[src/rtl/asip_isa_pkg.sv]
// ----------------------------------------------------------------------------
// asip_isa_pkg
// Instruction-set definitions for the vector ASIP decode stage.
//   - Opcode constants OP_LOSC..OP_LMEM (instr[15:12])
//   - wrFromT: selector for the write-back source of the destination register
//   - PcWriteEn one-hot branch encodings
//   - decodeT: execute-stage control bundle produced by decodeInstr()
//   - srcUseT: which register fields an opcode reads, and from which file
// Instruction format: [15:12] opcode, [11:8] reg A / dest, [7:4] reg B,
// [7:0] immediate (overlaps reg B).
// ----------------------------------------------------------------------------
package asip_isa_pkg;

  localparam int ISA_RF_AW = 4;

  localparam logic [3:0] OP_LOSC  = 4'h0;
  localparam logic [3:0] OP_XOR   = 4'h1;
  localparam logic [3:0] OP_ADD   = 4'h2;
  localparam logic [3:0] OP_SUB   = 4'h3;
  localparam logic [3:0] OP_MUL   = 4'h4;
  localparam logic [3:0] OP_RSHF  = 4'h5;
  localparam logic [3:0] OP_LSHF  = 4'h6;
  localparam logic [3:0] OP_INC   = 4'h7;
  localparam logic [3:0] OP_JE    = 4'h8;
  localparam logic [3:0] OP_JNE   = 4'h9;
  localparam logic [3:0] OP_JMP   = 4'hA;
  localparam logic [3:0] OP_ILL_B = 4'hB;
  localparam logic [3:0] OP_SVPIX = 4'hC;
  localparam logic [3:0] OP_LOPIX = 4'hD;
  localparam logic [3:0] OP_ILL_E = 4'hE;
  localparam logic [3:0] OP_LMEM  = 4'hF;

  typedef enum logic [1:0] {
    WR_FROM_MEM = 2'd0,
    WR_FROM_ALU = 2'd1,
    WR_FROM_IMM = 2'd2
  } wrFromT;

  localparam logic [2:0] PCW_NONE = 3'b000;
  localparam logic [2:0] PCW_JMP  = 3'b100;
  localparam logic [2:0] PCW_JE   = 3'b010;
  localparam logic [2:0] PCW_JNE  = 3'b001;

  typedef struct packed {
    logic                 memoryWrite;
    wrFromT               writeRegFrom;
    logic [ISA_RF_AW-1:0] regToWrite;
    logic [ISA_RF_AW-1:0] regSrcA;
    logic [ISA_RF_AW-1:0] regSrcB;
    logic [7:0]           immediate;
    logic                 regWriteEnSc;
    logic                 regWriteEnVec;
    logic                 overWriteNz;
    logic [2:0]           pcWriteEn;
    logic [2:0]           aluOpCode;
    logic                 illegal;
  } decodeT;

  // Register fields actually read by an instruction; used for RAW checks.
  typedef struct packed {
    logic scA;
    logic scB;
    logic vecA;
    logic vecB;
  } srcUseT;

  // Pure combinational decode of one instruction word. Field extraction is
  // unconditional; only enables and selectors depend on the opcode.
  function automatic decodeT decodeInstr(input logic [15:0] instr);
    decodeT d;
    d            = '0;
    d.regToWrite = instr[11:8];
    d.regSrcA    = instr[11:8];
    d.regSrcB    = instr[7:4];
    d.immediate  = instr[7:0];
    case (instr[15:12])
      OP_LOSC: begin
        d.regWriteEnSc = 1'b1;
        d.writeRegFrom = WR_FROM_IMM;
      end
      OP_XOR, OP_ADD, OP_SUB, OP_MUL, OP_RSHF, OP_LSHF: begin
        d.aluOpCode     = instr[14:12];
        d.regWriteEnVec = 1'b1;
        d.writeRegFrom  = WR_FROM_ALU;
        d.overWriteNz   = 1'b1;
      end
      OP_INC: begin
        d.aluOpCode    = 3'd7;
        d.regWriteEnSc = 1'b1;
        d.writeRegFrom = WR_FROM_ALU;
        d.overWriteNz  = 1'b1;
      end
      OP_JE:    d.pcWriteEn = PCW_JE;
      OP_JNE:   d.pcWriteEn = PCW_JNE;
      OP_JMP:   d.pcWriteEn = PCW_JMP;
      OP_SVPIX: d.memoryWrite = 1'b1;
      OP_LOPIX: begin
        d.regWriteEnVec = 1'b1;
        d.writeRegFrom  = WR_FROM_MEM;
      end
      OP_LMEM: begin
        d.regWriteEnSc = 1'b1;
        d.writeRegFrom = WR_FROM_MEM;
      end
      OP_ILL_B, OP_ILL_E: d.illegal = 1'b1;
      default:            d.illegal = 1'b1;
    endcase
    return d;
  endfunction

  // Source-operand usage per opcode:
  //   vector ALU ops read vA, vB; inc reads sA; svpix stores vA to address sB;
  //   lopix/lmem load from address sB; losc and branches read no registers.
  function automatic srcUseT decodeSrcUse(input logic [3:0] opcode);
    srcUseT u;
    u = '0;
    case (opcode)
      OP_XOR, OP_ADD, OP_SUB, OP_MUL, OP_RSHF, OP_LSHF: begin
        u.vecA = 1'b1;
        u.vecB = 1'b1;
      end
      OP_INC:   u.scA = 1'b1;
      OP_SVPIX: begin
        u.vecA = 1'b1;
        u.scB  = 1'b1;
      end
      OP_LOPIX, OP_LMEM: u.scB = 1'b1;
      default:  u = '0;
    endcase
    return u;
  endfunction

endpackage

[src/rtl/reg_scoreboard.sv]
// ----------------------------------------------------------------------------
// reg_scoreboard
// One pending bit per register of a 2**REG_AW entry register file.
// A bit is set when an instruction writing that register issues to execute
// and cleared when its writeback retires.
// Ports:
//   clk, rst_n          clock, synchronous active-low reset
//   setEn / setReg      mark setReg pending
//   clrEn / clrReg      release clrReg
//   pending             current pending vector (registered)
// ----------------------------------------------------------------------------
module reg_scoreboard #(
  parameter int REG_AW = 4
) (
  input  logic                   clk,
  input  logic                   rst_n,
  input  logic                   setEn,
  input  logic [REG_AW-1:0]      setReg,
  input  logic                   clrEn,
  input  logic [REG_AW-1:0]      clrReg,
  output logic [(2**REG_AW)-1:0] pending
);

  localparam int NREG = 2 ** REG_AW;

  logic [NREG-1:0] pendNext;

  // Clear first, then set: a register re-issued in the same cycle its older
  // writer retires must stay pending for the new writer.
  always_comb begin
    pendNext = pending;
    if (clrEn) pendNext[clrReg] = 1'b0;
    if (setEn) pendNext[setReg] = 1'b1;
  end

  always_ff @(posedge clk) begin
    if (!rst_n) pending <= '0;
    else        pending <= pendNext;
  end

endmodule

[src/rtl/decode_stage_piped.sv]
// ----------------------------------------------------------------------------
// decode_stage_piped
// Registered decode stage of the vector ASIP. One 16-bit instruction per
// cycle is decoded and captured in an ID/EX register with valid/ready
// handshake. Scalar and vector scoreboards plus an in-flight NZ-writer
// counter stall fetch on hazards; flush kills the held instruction.
// Ports:
//   clk, rst_n                      clock, synchronous active-low reset
//   in_valid/in_ready/in_instr/in_pc  fetch side
//   flush                           execute redirect, kills held bundle
//   wb_sc_*, wb_vec_*, wb_nz_valid  writeback retire notifications
//   out_valid/out_ready/out_pc      execute side handshake and PC
//   MemoryWrite..Illegal            decoded execute controls
//   hazard_stall                    offered instruction blocked by a hazard
// ----------------------------------------------------------------------------
module decode_stage_piped
  import asip_isa_pkg::*;
#(
  parameter int REG_AW   = 4,
  parameter int PC_W     = 8,
  parameter int NZ_CNT_W = 3
) (
  input  logic              clk,
  input  logic              rst_n,
  input  logic              in_valid,
  output logic              in_ready,
  input  logic [15:0]       in_instr,
  input  logic [PC_W-1:0]   in_pc,
  input  logic              flush,
  input  logic              wb_sc_valid,
  input  logic [REG_AW-1:0] wb_sc_reg,
  input  logic              wb_vec_valid,
  input  logic [REG_AW-1:0] wb_vec_reg,
  input  logic              wb_nz_valid,
  output logic              out_valid,
  input  logic              out_ready,
  output logic [PC_W-1:0]   out_pc,
  output logic              MemoryWrite,
  output logic [1:0]        WriteRegFrom,
  output logic [REG_AW-1:0] RegToWrite,
  output logic [REG_AW-1:0] RegSrcA,
  output logic [REG_AW-1:0] RegSrcB,
  output logic [7:0]        Immediate,
  output logic              RegWriteEnSc,
  output logic              RegWriteEnVec,
  output logic              OverWriteNz,
  output logic [2:0]        PcWriteEn,
  output logic [2:0]        AluOpCode,
  output logic              Illegal,
  output logic              hazard_stall
);

  localparam int NREG = 2 ** REG_AW;

  // A register is busy if its scoreboard bit is set or the bundle sitting in
  // the output register (not yet counted in the scoreboard) writes it.
  function automatic logic regBusy(input logic [NREG-1:0]   pend,
                                   input logic              occWrites,
                                   input logic [REG_AW-1:0] occDst,
                                   input logic [REG_AW-1:0] r);
    return pend[r] || (occWrites && (occDst == r));
  endfunction

  // Saturating up/down step; simultaneous up and down cancel.
  function automatic logic [NZ_CNT_W-1:0] nzStep(input logic [NZ_CNT_W-1:0] cnt,
                                                 input logic up,
                                                 input logic down);
    logic [NZ_CNT_W-1:0] nxt;
    nxt = cnt;
    if (up && !down && (cnt != '1))     nxt = cnt + NZ_CNT_W'(1);
    else if (down && !up && (cnt != '0)) nxt = cnt - NZ_CNT_W'(1);
    return nxt;
  endfunction

  decodeT              dec_p0;
  srcUseT              use_p0;
  logic [REG_AW-1:0]   srcA_p0;
  logic [REG_AW-1:0]   srcB_p0;
  logic [REG_AW-1:0]   dst_p0;

  decodeT              bundle_p1;
  logic [PC_W-1:0]     pc_p1;
  logic                vld_p1;
  logic [REG_AW-1:0]   occDst;
  logic                occSc;
  logic                occVec;

  logic [NREG-1:0]     pendSc;
  logic [NREG-1:0]     pendVec;
  logic [NZ_CNT_W-1:0] nzCnt;

  logic                scHazard;
  logic                vecHazard;
  logic                nzHazard;
  logic                accept;
  logic                issue;

  // ---- stage p0: combinational decode and hazard detection ----
  assign dec_p0  = decodeInstr(in_instr);
  assign use_p0  = decodeSrcUse(in_instr[15:12]);
  assign srcA_p0 = REG_AW'(dec_p0.regSrcA);
  assign srcB_p0 = REG_AW'(dec_p0.regSrcB);
  assign dst_p0  = REG_AW'(dec_p0.regToWrite);

  assign occDst = REG_AW'(bundle_p1.regToWrite);
  assign occSc  = vld_p1 && bundle_p1.regWriteEnSc;
  assign occVec = vld_p1 && bundle_p1.regWriteEnVec;

  assign scHazard =
      (use_p0.scA          && regBusy(pendSc, occSc, occDst, srcA_p0)) ||
      (use_p0.scB          && regBusy(pendSc, occSc, occDst, srcB_p0)) ||
      (dec_p0.regWriteEnSc && regBusy(pendSc, occSc, occDst, dst_p0));

  assign vecHazard =
      (use_p0.vecA          && regBusy(pendVec, occVec, occDst, srcA_p0)) ||
      (use_p0.vecB          && regBusy(pendVec, occVec, occDst, srcB_p0)) ||
      (dec_p0.regWriteEnVec && regBusy(pendVec, occVec, occDst, dst_p0));

  // Conditional branches need a settled NZ flag: nothing in execute and
  // nothing waiting in the output register may still update it.
  assign nzHazard =
      ((dec_p0.pcWriteEn == PCW_JE) || (dec_p0.pcWriteEn == PCW_JNE)) &&
      ((nzCnt != '0) || (vld_p1 && bundle_p1.overWriteNz));

  assign hazard_stall = rst_n && in_valid && (scHazard || vecHazard || nzHazard);
  assign in_ready     = rst_n && !hazard_stall && (!vld_p1 || out_ready) && !flush;
  assign accept       = in_valid && in_ready;
  // A bundle killed by flush in the same cycle never reaches execute.
  assign issue        = vld_p1 && out_ready && !flush;

  // ---- stage p1: ID/EX output register ----
  always_ff @(posedge clk) begin
    if (!rst_n) begin
      vld_p1    <= 1'b0;
      bundle_p1 <= '0;
      pc_p1     <= '0;
    end else begin
      if (flush)          vld_p1 <= 1'b0;
      else if (accept)    vld_p1 <= 1'b1;
      else if (out_ready) vld_p1 <= 1'b0;
      if (accept) begin
        bundle_p1 <= dec_p0;
        pc_p1     <= in_pc;
      end
    end
  end

  // Pending-writer tracking, updated when the bundle leaves for execute.
  reg_scoreboard #(.REG_AW(REG_AW)) u_scSb (
    .clk     (clk),
    .rst_n   (rst_n),
    .setEn   (issue && bundle_p1.regWriteEnSc),
    .setReg  (occDst),
    .clrEn   (wb_sc_valid),
    .clrReg  (wb_sc_reg),
    .pending (pendSc)
  );

  reg_scoreboard #(.REG_AW(REG_AW)) u_vecSb (
    .clk     (clk),
    .rst_n   (rst_n),
    .setEn   (issue && bundle_p1.regWriteEnVec),
    .setReg  (occDst),
    .clrEn   (wb_vec_valid),
    .clrReg  (wb_vec_reg),
    .pending (pendVec)
  );

  always_ff @(posedge clk) begin
    if (!rst_n) nzCnt <= '0;
    else        nzCnt <= nzStep(nzCnt, issue && bundle_p1.overWriteNz, wb_nz_valid);
  end

  assign out_valid     = vld_p1;
  assign out_pc        = pc_p1;
  assign MemoryWrite   = bundle_p1.memoryWrite;
  assign WriteRegFrom  = bundle_p1.writeRegFrom;
  assign RegToWrite    = occDst;
  assign RegSrcA       = REG_AW'(bundle_p1.regSrcA);
  assign RegSrcB       = REG_AW'(bundle_p1.regSrcB);
  assign Immediate     = bundle_p1.immediate;
  assign RegWriteEnSc  = bundle_p1.regWriteEnSc;
  assign RegWriteEnVec = bundle_p1.regWriteEnVec;
  assign OverWriteNz   = bundle_p1.overWriteNz;
  assign PcWriteEn     = bundle_p1.pcWriteEn;
  assign AluOpCode     = bundle_p1.aluOpCode;
  assign Illegal       = bundle_p1.illegal;

endmodule

[config.mk]
export PLATFORM = sky130hd
export DESIGN_NAME = decode_stage_piped
export DESIGN_NICKNAME = d
export VERILOG_FILES = /design/src/rtl/asip_isa_pkg.sv /design/src/rtl/reg_scoreboard.sv /design/src/rtl/decode_stage_piped.sv
export SDC_FILE = /design/constraint.sdc
export NUM_CORES = 1
export LEC_CHECK = 0
export BUFFER_PORTS_ARGS = -buffer_cell sky130_fd_sc_hd__buf_2
export CAP_MARGIN = 10
export CORE_MARGIN = 3
export CORE_UTILIZATION = 60
export CTS_BUF_LIST = sky130_fd_sc_hd__clkbuf_8
export DETAILED_ROUTE_END_ITERATION = 10
export GPL_TIMING_DRIVEN = 0
export HOLD_SLACK_MARGIN = 0.08
export PLACE_DENSITY = 0.86
export SLEW_MARGIN = 10
export SYNTH_ARGS = -nofsm -noshare
export SYNTH_HDL_FRONTEND = slang
export SYNTH_SLANG_ARGS = --single-unit
[constraint.sdc]
create_clock -name clk -period 5 [get_ports clk]
set_input_delay 0.25 -clock clk [delete_from_list [all_inputs] [get_ports clk]]
set_output_delay 0.25 -clock clk [all_outputs]
set_load 0.01 [all_outputs]
-- Word level (Yosys, flattened, before mapping)
Cells that the tools add are included.
- bitwise logic cells: 7
- reductions and logical operators: 62
- eq/ne operators: 20
- mux-type cells: 34
- $add $sub $neg: 2
- magnitude comparators: 8
- operator list (kind ; count):
    $mux 16 ; 4
    $and 16x16->16 ; 2
    $eq 4x4->1 const B ; 8
    $logic_and 1x1->1 ; 32
    $not 16->16 ; 2
    $or 16x16->16 ; 2
    $lt 4x5->1 const B ; 5
    $reduce_or 7->1 ; 3
    $mux 1 ; 18
    $bmux 1 s4 ; 4
    $eq 4x3->1 const B ; 4
    $logic_or 1x1->1 ; 13
    $demux 1 s4 ; 3
    $ge 4x1->1 const B ; 3
    $pmux 3 s3 ; 1
    $eq 4x2->1 const B ; 2
    $eq 4x4->1 ; 2
    $mux 3 ; 2
    $pmux 3 s2 ; 1
    $reduce_or 3->1 ; 2
    $reduce_or 6->1 ; 1
    $logic_not 1->1 ; 5
    $eq 4x1->1 const B ; 1
    $logic_not 4->1 ; 1
    other kinds (10) ; 12
- output and inout port bits: 44
- flip-flop bits (word level): 73
- word-level logic and storage cells: 149
- input port bits: 40

-- Depth between registers and ports, before layout
Gate-level depths: netlist (run 1).
- depth after elaboration: 15
- gate-level depth with buffers: 10
- gate-level depth less buffers: 9

-- Cells and area by module
Synthesis (run 1) repeated with hierarchy kept, for this count alone.
- cells, all modules: 456
- area, all modules: 4062.6 um^2
- modules (own cells, without submodules) (module ; times used ; cells an instance ; area an instance (um^2) ; seq. area each (um^2)):
    decode_stage_piped ; 1 ; 309 ; 2651.3 ; 740.7
    reg_scoreboard at u_scSb ; 1 ; 74 ; 709.4 ; 320.3
    reg_scoreboard at u_vecSb ; 1 ; 73 ; 701.9 ; 320.3

-- Worst setup path after synthesis (run 1)
OpenSTA, ideal clock, no wires.
- path type: input-to-output
- from: input port in_instr[5]
- to: output port in_ready
- required time: 4.750 ns
- path slack: 2.617 ns
- path buffers: 2
- cell stages on the path: 9
- arrival: 2.133 ns
- path through: buf_2 -> buf_2 -> mux2i_1 -> a22oi_1 -> nand4b_1 -> nand4_1 -> nor4_4 -> nor2_1 -> nor3b_1
- word-level cells in the longest chain between the ends: 13
- elaborated cells on any way between the ends: 22
- ends and longest elaborated chain (what ; line ; RTL):
    start: declaration ; decode_stage_piped.sv:27 ; input logic [15:0] in_instr,
    $bmux 1 s4 or $eq 4x4->1 (tied branches) ; decode_stage_piped.sv:61 ; return pend[r] || (occWrites && (occDst == r));
    $mux 1 (implied by the code) or $logic_and 1x1->1 (tied branches) ; decode_stage_piped.sv:61 ;
    $logic_or 1x1->1 ; decode_stage_piped.sv:61 ;
    $logic_and 1x1->1 (on tied branches) ; decode_stage_piped.sv:111, decode_stage_piped.sv:116 ;
    $logic_or 1x1->1 (on tied branches) ; decode_stage_piped.sv:110, decode_stage_piped.sv:115 ;
    $logic_or 1x1->1 (on tied branches) ; decode_stage_piped.sv:111, decode_stage_piped.sv:116 ;
    $logic_or 1x1->1 (*) (2 in series) ; decode_stage_piped.sv:125 ; assign hazard_stall = rst_n && in_valid && (scHazard || vecHazard || nzHazard);
    $logic_and 1x1->1 (*) ; decode_stage_piped.sv:125 ;
    named net hazard_stall ; decode_stage_piped.sv:50 ; output logic hazard_stall
    $logic_not 1->1 (*) ; decode_stage_piped.sv:126 ; assign in_ready = rst_n && !hazard_stall && (!vld_p1 || out_ready) && !flush;
    $logic_and 1x1->1 (*) (3 in series) ; decode_stage_piped.sv:126 ;
    end: declaration ; decode_stage_piped.sv:26 ; output logic in_ready,
The timed path passes the listed nets; every way through them passes the cells marked *. The select of a mux whose other input is x is not followed.

-- Final worst setup path (run 1)
- from: input port in_instr[5]
- to: output port in_ready
- word-level cells in the longest chain between the ends: 13
- elaborated cells on any way between the ends: 22
- ends and longest elaborated chain (what ; line):
    $bmux 1 s4 or $eq 4x4->1 (tied branches) ; decode_stage_piped.sv:61
    $mux 1 (implied by the code) or $logic_and 1x1->1 (tied branches) ; decode_stage_piped.sv:61
    $logic_or 1x1->1 ; decode_stage_piped.sv:61
    $logic_and 1x1->1 (on tied branches) ; decode_stage_piped.sv:111, decode_stage_piped.sv:116
    $logic_or 1x1->1 (on tied branches) ; decode_stage_piped.sv:110, decode_stage_piped.sv:115
    $logic_or 1x1->1 (on tied branches) ; decode_stage_piped.sv:111, decode_stage_piped.sv:116
    $logic_or 1x1->1 (*) (2 in series) ; decode_stage_piped.sv:125
    $logic_and 1x1->1 (*) ; decode_stage_piped.sv:125
    $logic_not 1->1 (*) ; decode_stage_piped.sv:126
    $logic_and 1x1->1 (*) (3 in series) ; decode_stage_piped.sv:126
Every way passes the cells marked *; elsewhere a longest branch is shown, timed or not. The select of a mux whose other input is x is not followed.

==> metrics, run 1 <==
hold slack 0.1272 ns; Seq/Total Area, Yosys 34.52%; post-route insts no fill 650; ordered list of cells on the worst path buf_2, buf_2, mux2i_1, a21oi_1, nand4b_1, nand4_1, nor4_4, nor2_1, nor3b_1, buf_2; grt total ovfl 0; total number of vias 3895; CTS tree yes; DRC violations left 0; Hold Path Class primary input to flip-flop; Slew Limit Headroom 55.77%; row cnt 29; Peak VDD IR 0.1707 mV; Worst path slowest cell nor4_4; Hold Vio Cnt, Final 0; Setup TNS Final 0 ns; status completed; full die area 7685 um2; period utilisation layout 54.94%; Clock Latency Late Sink 0.35 ns; Top FF cell, synth dfxtp_1; startpoint type of the worst setup path primary input; FMAX 364.0 MHz; min Tclk post-route 2.747 ns; largest net degree at the start of global routing 13; Die Width 87.67 um; overall power 1.330 mW; CP endpoint kind output pin; routed vias/inst 5.992; vias in the first global route 3618; All-Layer GR Usage 29.00%; Synth Cell Area 4001 um2; first-pass GRT wire length 17.37 mm; clock tree sinks 69; Root Buffer clkbuf_8; DRT antenna net count 0; Final Max Slew Viols 0; final-stage net count 609; Tightest Pin Transition 0.6549 ns; Syn Nets 519; GPL Wtd Cong 0.9896; drt pass-1 iters 5; antenna violations before repair 0; clock buffer count from CTS 9; max incr delay on CP 0.46 ns; Yosys top cell by area dfxtp_1; Detailed Route WL 11.02 mm; top cells by area, synth dfxtp_1 (35%), mux2i_1 (14%), nand2_1 (6.9%); met2 WL post-DR 5.167 mm; # IOs 84; share of layout cells above drive strength 1 21.64%; CP Max Fanout 10; LEAKAGE 2.145 nW; CTS H-Tree Depth 3; I/O Buffers 79; worst setup path class primary input to output pin; Yosys warning total 0; ANT cells 0; Cell variety after synth 54; worst setup margin 2.253 ns; clock skew 0.009228 ns; Post-Layout Inst Area 4732 um2; most frequent cell after synthesis nand2_1; synth-to-layout area growth 18.26%; initial core utilization 62.30%; Die Y 87.67 um; Iter 0 DRT Violations 348; pre-CTS setup slack 2.309 ns; DP HPWL 8.405 mm; total power per unit cell area 281.0 nW/um2; core area 6422 um2; Final Util 73.68%; CP most frequent cell buf_2; placed cells 634; RSZ-0062 raised after global routing false; Reg clk slew, reported paths 0.07 ns; routed wl met3 805 um; clk buf depth 2; reg2reg setup slack 2.53 ns; Seq cells post-synth 69; Synth top cells by count nand2_1 (74), dfxtp_1 (69), mux2i_1 (54), o21ai_0 (35), a21boi_0 (31); Final setup violation count 0; number of synthesized flops with an enable pin 0; DR top layer met4; Synth top area share 34.52%; Post-Syn Instances 478; Arr. time, crit path 2.50 ns; data required time of the worst path 4.75 ns; MaxCap Viol Count 0; routed len/inst 16.95 um; Filler Cells Inserted 481; # Post-CTS Setup Buffers 0; Post-synth ARST share 0%; wire length on met1 4.710 mm; synthesized area per cell 8.371 um2; hold_buf cts 0; post-CTS sizing 0; area of placed instances 4493 um2
## state kept, by name, summed over array words and instances, names as in the netlist, 2 cells and up
signal and flops:
nzCnt 3, Immediate 4, u_vecSb.pending 16, u_scSb.pending 16
out_pc 8, WriteRegFrom 2, RegSrcB 4, AluOpCode 3
RegSrcA 4, PcWriteEn 3
## kinds of logic (layout without fill, tap and decap cells)
kind of cell	Yosys count	count (layout)	share of synthesized area, %
buffers and inverters	58	153	7.161
XOR/XNOR	10	10	2.189
adder cells (fa/ha/maj)	1	1	0.5003
AO/OA/AOI/OAI	107	107	18.14
multiplexers	58	58	15.48
AND/OR/NAND/NOR	175	175	22.01
flip-flops	69	69	34.52
## layer usage
| layer | up-vias | global-route usage, % |
|---|---|---|
| met5 | - | 0 |
| met4 | 0 | 14.37 |
| met3 | 36 | 3.763 |
| met2 | 178 | 46.85 |
| met1 | 1816 | 38.14 |
| li1 | 1865 | - |
## power by group
| group | internal (mW) | switching, mW | leakage (nW) |
|---|---|---|---|
| sequential | 0.564 | 0.0142 | 0.558 |
| combinational | 0.0840 | 0.119 | 1.47 |
| clock | 0.329 | 0.219 | 0.121 |
## layout by cell type (no fill, tap or decap), drive strengths merged, types with 3 or more instances in the layout
cell type and n:
o21ai 35, nand2 75, inv 22, nor4 3, nand2b 13, a21oi 5
mux2i 54, xor2 5, o22ai 3, bufinv 3, nor3 4, nor2 14
a31oi 3, xnor2 5, a22oi 6, clkbuf 25, nand3 22, nor2b 18
nand4 10, dfxtp 69, buf 100, mux4 3, a21boi 31, nand3b 3
a2111oi 4
## area by class of cell
class | count | area, um2 | area share, %
plain buffers | 37 | 207.7 | 4.389
clock buffers | 9 | 123.9 | 2.618
clock inverters | 7 | 115.1 | 2.433
inverters | 21 | 78.83 | 1.666
multi-input cells | 351 | 2333 | 49.31
flip-flops and latches | 69 | 1381 | 29.19
well taps | 77 | 96.34 | 2.036
repair buffers | 79 | 395.4 | 8.355
## worst paths after layout
path	depth (start not counted)	endpoint	startpoint
worst max-delay path	10	in_ready	in_instr[5]
worst min-delay path	3	out_pc[4]	in_pc[4]
worst max register to register	9	nzCnt[2]	out_valid
worst min register to register	2	Immediate[0]	Immediate[0]
## worst max-delay path: cells and delay by family
family / cells / cell delay (ns)
buffers and inverters: 3 / 0.75
AND/OR/NAND/NOR: 5 / 1.04
AO/OA/AOI/OAI: 1 / 0.11
multiplexers: 1 / 0.33
(Power assumes the default switching activity.)
==> inputs of run 2 (changes only) <==
- CORE_UTILIZATION: 60 -> 51
- PLACE_DENSITY: 0.86 -> 0.78
- clock period: 5 -> 2.3 ns (I/O delays scaled with it)
==> metrics, run 2 (same netlist as run 1, synthesis figures left out) <==
clk buf depth 2; total power per unit cell area 569.1 nW/um2; GPL Wtd Cong 0.9645; overall power 2.899 mW; MaxCap Viol Count 0; worst setup margin -0.05364 ns; max incr delay on CP 0.50 ns; most frequent cells in the layout buf_2 (86), nand2_1 (74), dfxtp_1 (60), mux2i_1 (52), o21ai_0 (35); worst hold path depth 3; Iter 0 DRT Violations 297; core area 7447 um2; DRC violations left 0; Root Buffer clkbuf_8; grt total ovfl 0; CTS H-Tree Depth 3; Setup TNS Final -0.05364 ns; synth-to-layout area growth 27.33%; FF-to-FF path depth 10; Worst path slowest cell mux4_2; min Tclk post-route 2.354 ns; hold_sp out_ready; startpoint type of the worst setup path flip-flop; Final setup violation count 1; initial core utilization 53.73%; first-pass GRT wire length 18.21 mm; CP Max Fanout 2; status finished with violations; worst setup path class flip-flop to output pin; data required time of the worst path 2.18 ns; routed len/inst 17.71 um; row cnt 31; worst r2r dst Immediate[2]; ordered list of cells on the worst path mux4_2, nor2_4, nor4_2, a31o_1, nor4_4, buf_4, nor2_4, nor3b_2, buf_2; WHS Endpoint out_valid; Post-Layout Inst Area 5095 um2; Reg clk slew, reported paths 0.08 ns; Arr. time, crit path 2.24 ns; DRT antenna net count 0; leading cell type in the layout, fill and taps excluded buf_2; CP bufs+invs 2; FMAX 424.9 MHz; Top delay family on crit path simple AND/OR/NAND/NOR gates; final-stage net count 630; Tightest Pin Transition 0.5530 ns; Peak VDD IR 0.2828 mV; Hold Vio Cnt, Final 0; clock skew 0.01447 ns; area of placed instances 4521 um2; All-Layer GR Usage 26.29%; Final Max Slew Viols 0; # IOs 84; antenna violations before repair 0; Die Width 94.58 um; drt pass-1 iters 7; largest net degree at the start of global routing 14; clock buffer count from CTS 9; vias in the first global route 3733; clock tree sinks 69; RSZ-0062 raised after global routing true; Hold Path Class primary input to flip-flop; I/O Buffers 79; CP most frequent cell nor2_4; full die area 8944 um2; Reg2Reg Launch Point u_vecSb.pending[3]; CTS tree yes; Die Y 94.58 um; period utilisation layout 102.3%; Slew Limit Headroom 62.85%; Clock Latency Late Sink 0.36 ns; share of layout cells above drive strength 1 26.09%; reg2reg setup slack 0.02 ns; routed vias/inst 5.827; total number of vias 4038; Detailed Route WL 12.27 mm; DP HPWL 8.548 mm; ANT cells 0; LEAKAGE 2.276 nW; violated checks setup timing; CP endpoint kind output pin
run 2: through the flow:
stage / setup WS [ns] / util, % / hold slack [ns] / cells
floorplan: 0.1597 / - / 0.2473 / 478
global route: -0.1431 / 68.41 / 0.1047 / 693
global placement: -0.1315 / 60.70 / 0.3512 / 656
CTS: -0.07616 / 66.33 / 0.08268 / 687
finish: -0.05364 / 68.41 / 0.07609 / 693
detailed placement: -0.1649 / 60.70 / 0.3606 / 656
run 2: worst max-delay path by stage:
| stage | start | endpoint | cells past startpoint |
|---|---|---|---|
| after global placement | in_instr[5] | AluOpCode[1] | 10 |
| after global routing | u_vecSb.pending[3] | in_ready | 9 |
| after CTS | u_vecSb.pending[3] | in_ready | 9 |
| final | u_vecSb.pending[3] | in_ready | 9 |
| after floorplan | out_valid | nzCnt[2] | 9 |
| after detailed placement | in_instr[5] | Immediate[2] | 10 |
run 2: layout make-up:
type / count / area [um2]
Timing Repair Buffer: 101 / 625.6
Tap cell: 99 / 123.9
Buffer: 35 / 226.5
Fill cell: 575 / 2352
Multi-Input combinational cell: 352 / 2424
Sequential cell: 69 / 1393
Clock inverter: 7 / 100.1
Clock buffer: 9 / 123.9
Inverter: 21 / 78.83
run 2: tightest hold or removal path: stages:
cell and delay, ns:
buf_2 0.08, nand2b_1 0.12, a21oi_1 0.07
run 2: layer usage:
layer | global-route usage [%] | vias to the layer above | wire (um)
met1 | 32.30 | 1903 | 4944
met4 | 6.851 | 0 | 212
met2 | 46.75 | 210 | 6069
met3 | 5.418 | 19 | 1046
li1 | - | 1906 | -
met5 | 0 | - | 0
run 2: repair_timing:
item                       in CTS  in global routing
resized for setup              12                 20
setup buffers                   4                  5
setup endpoints to repair      34                 34
pin swaps                       5                  3
gates cloned                    0                  3
hold buffers                   12                  0
hold endpoints to repair       12                  0
run 2: power breakdown:
group	internal, mW	switching, mW
clock	0.616	0.503
sequential	1.23	0.0368
combinational	0.230	0.286
total	2.07	0.826
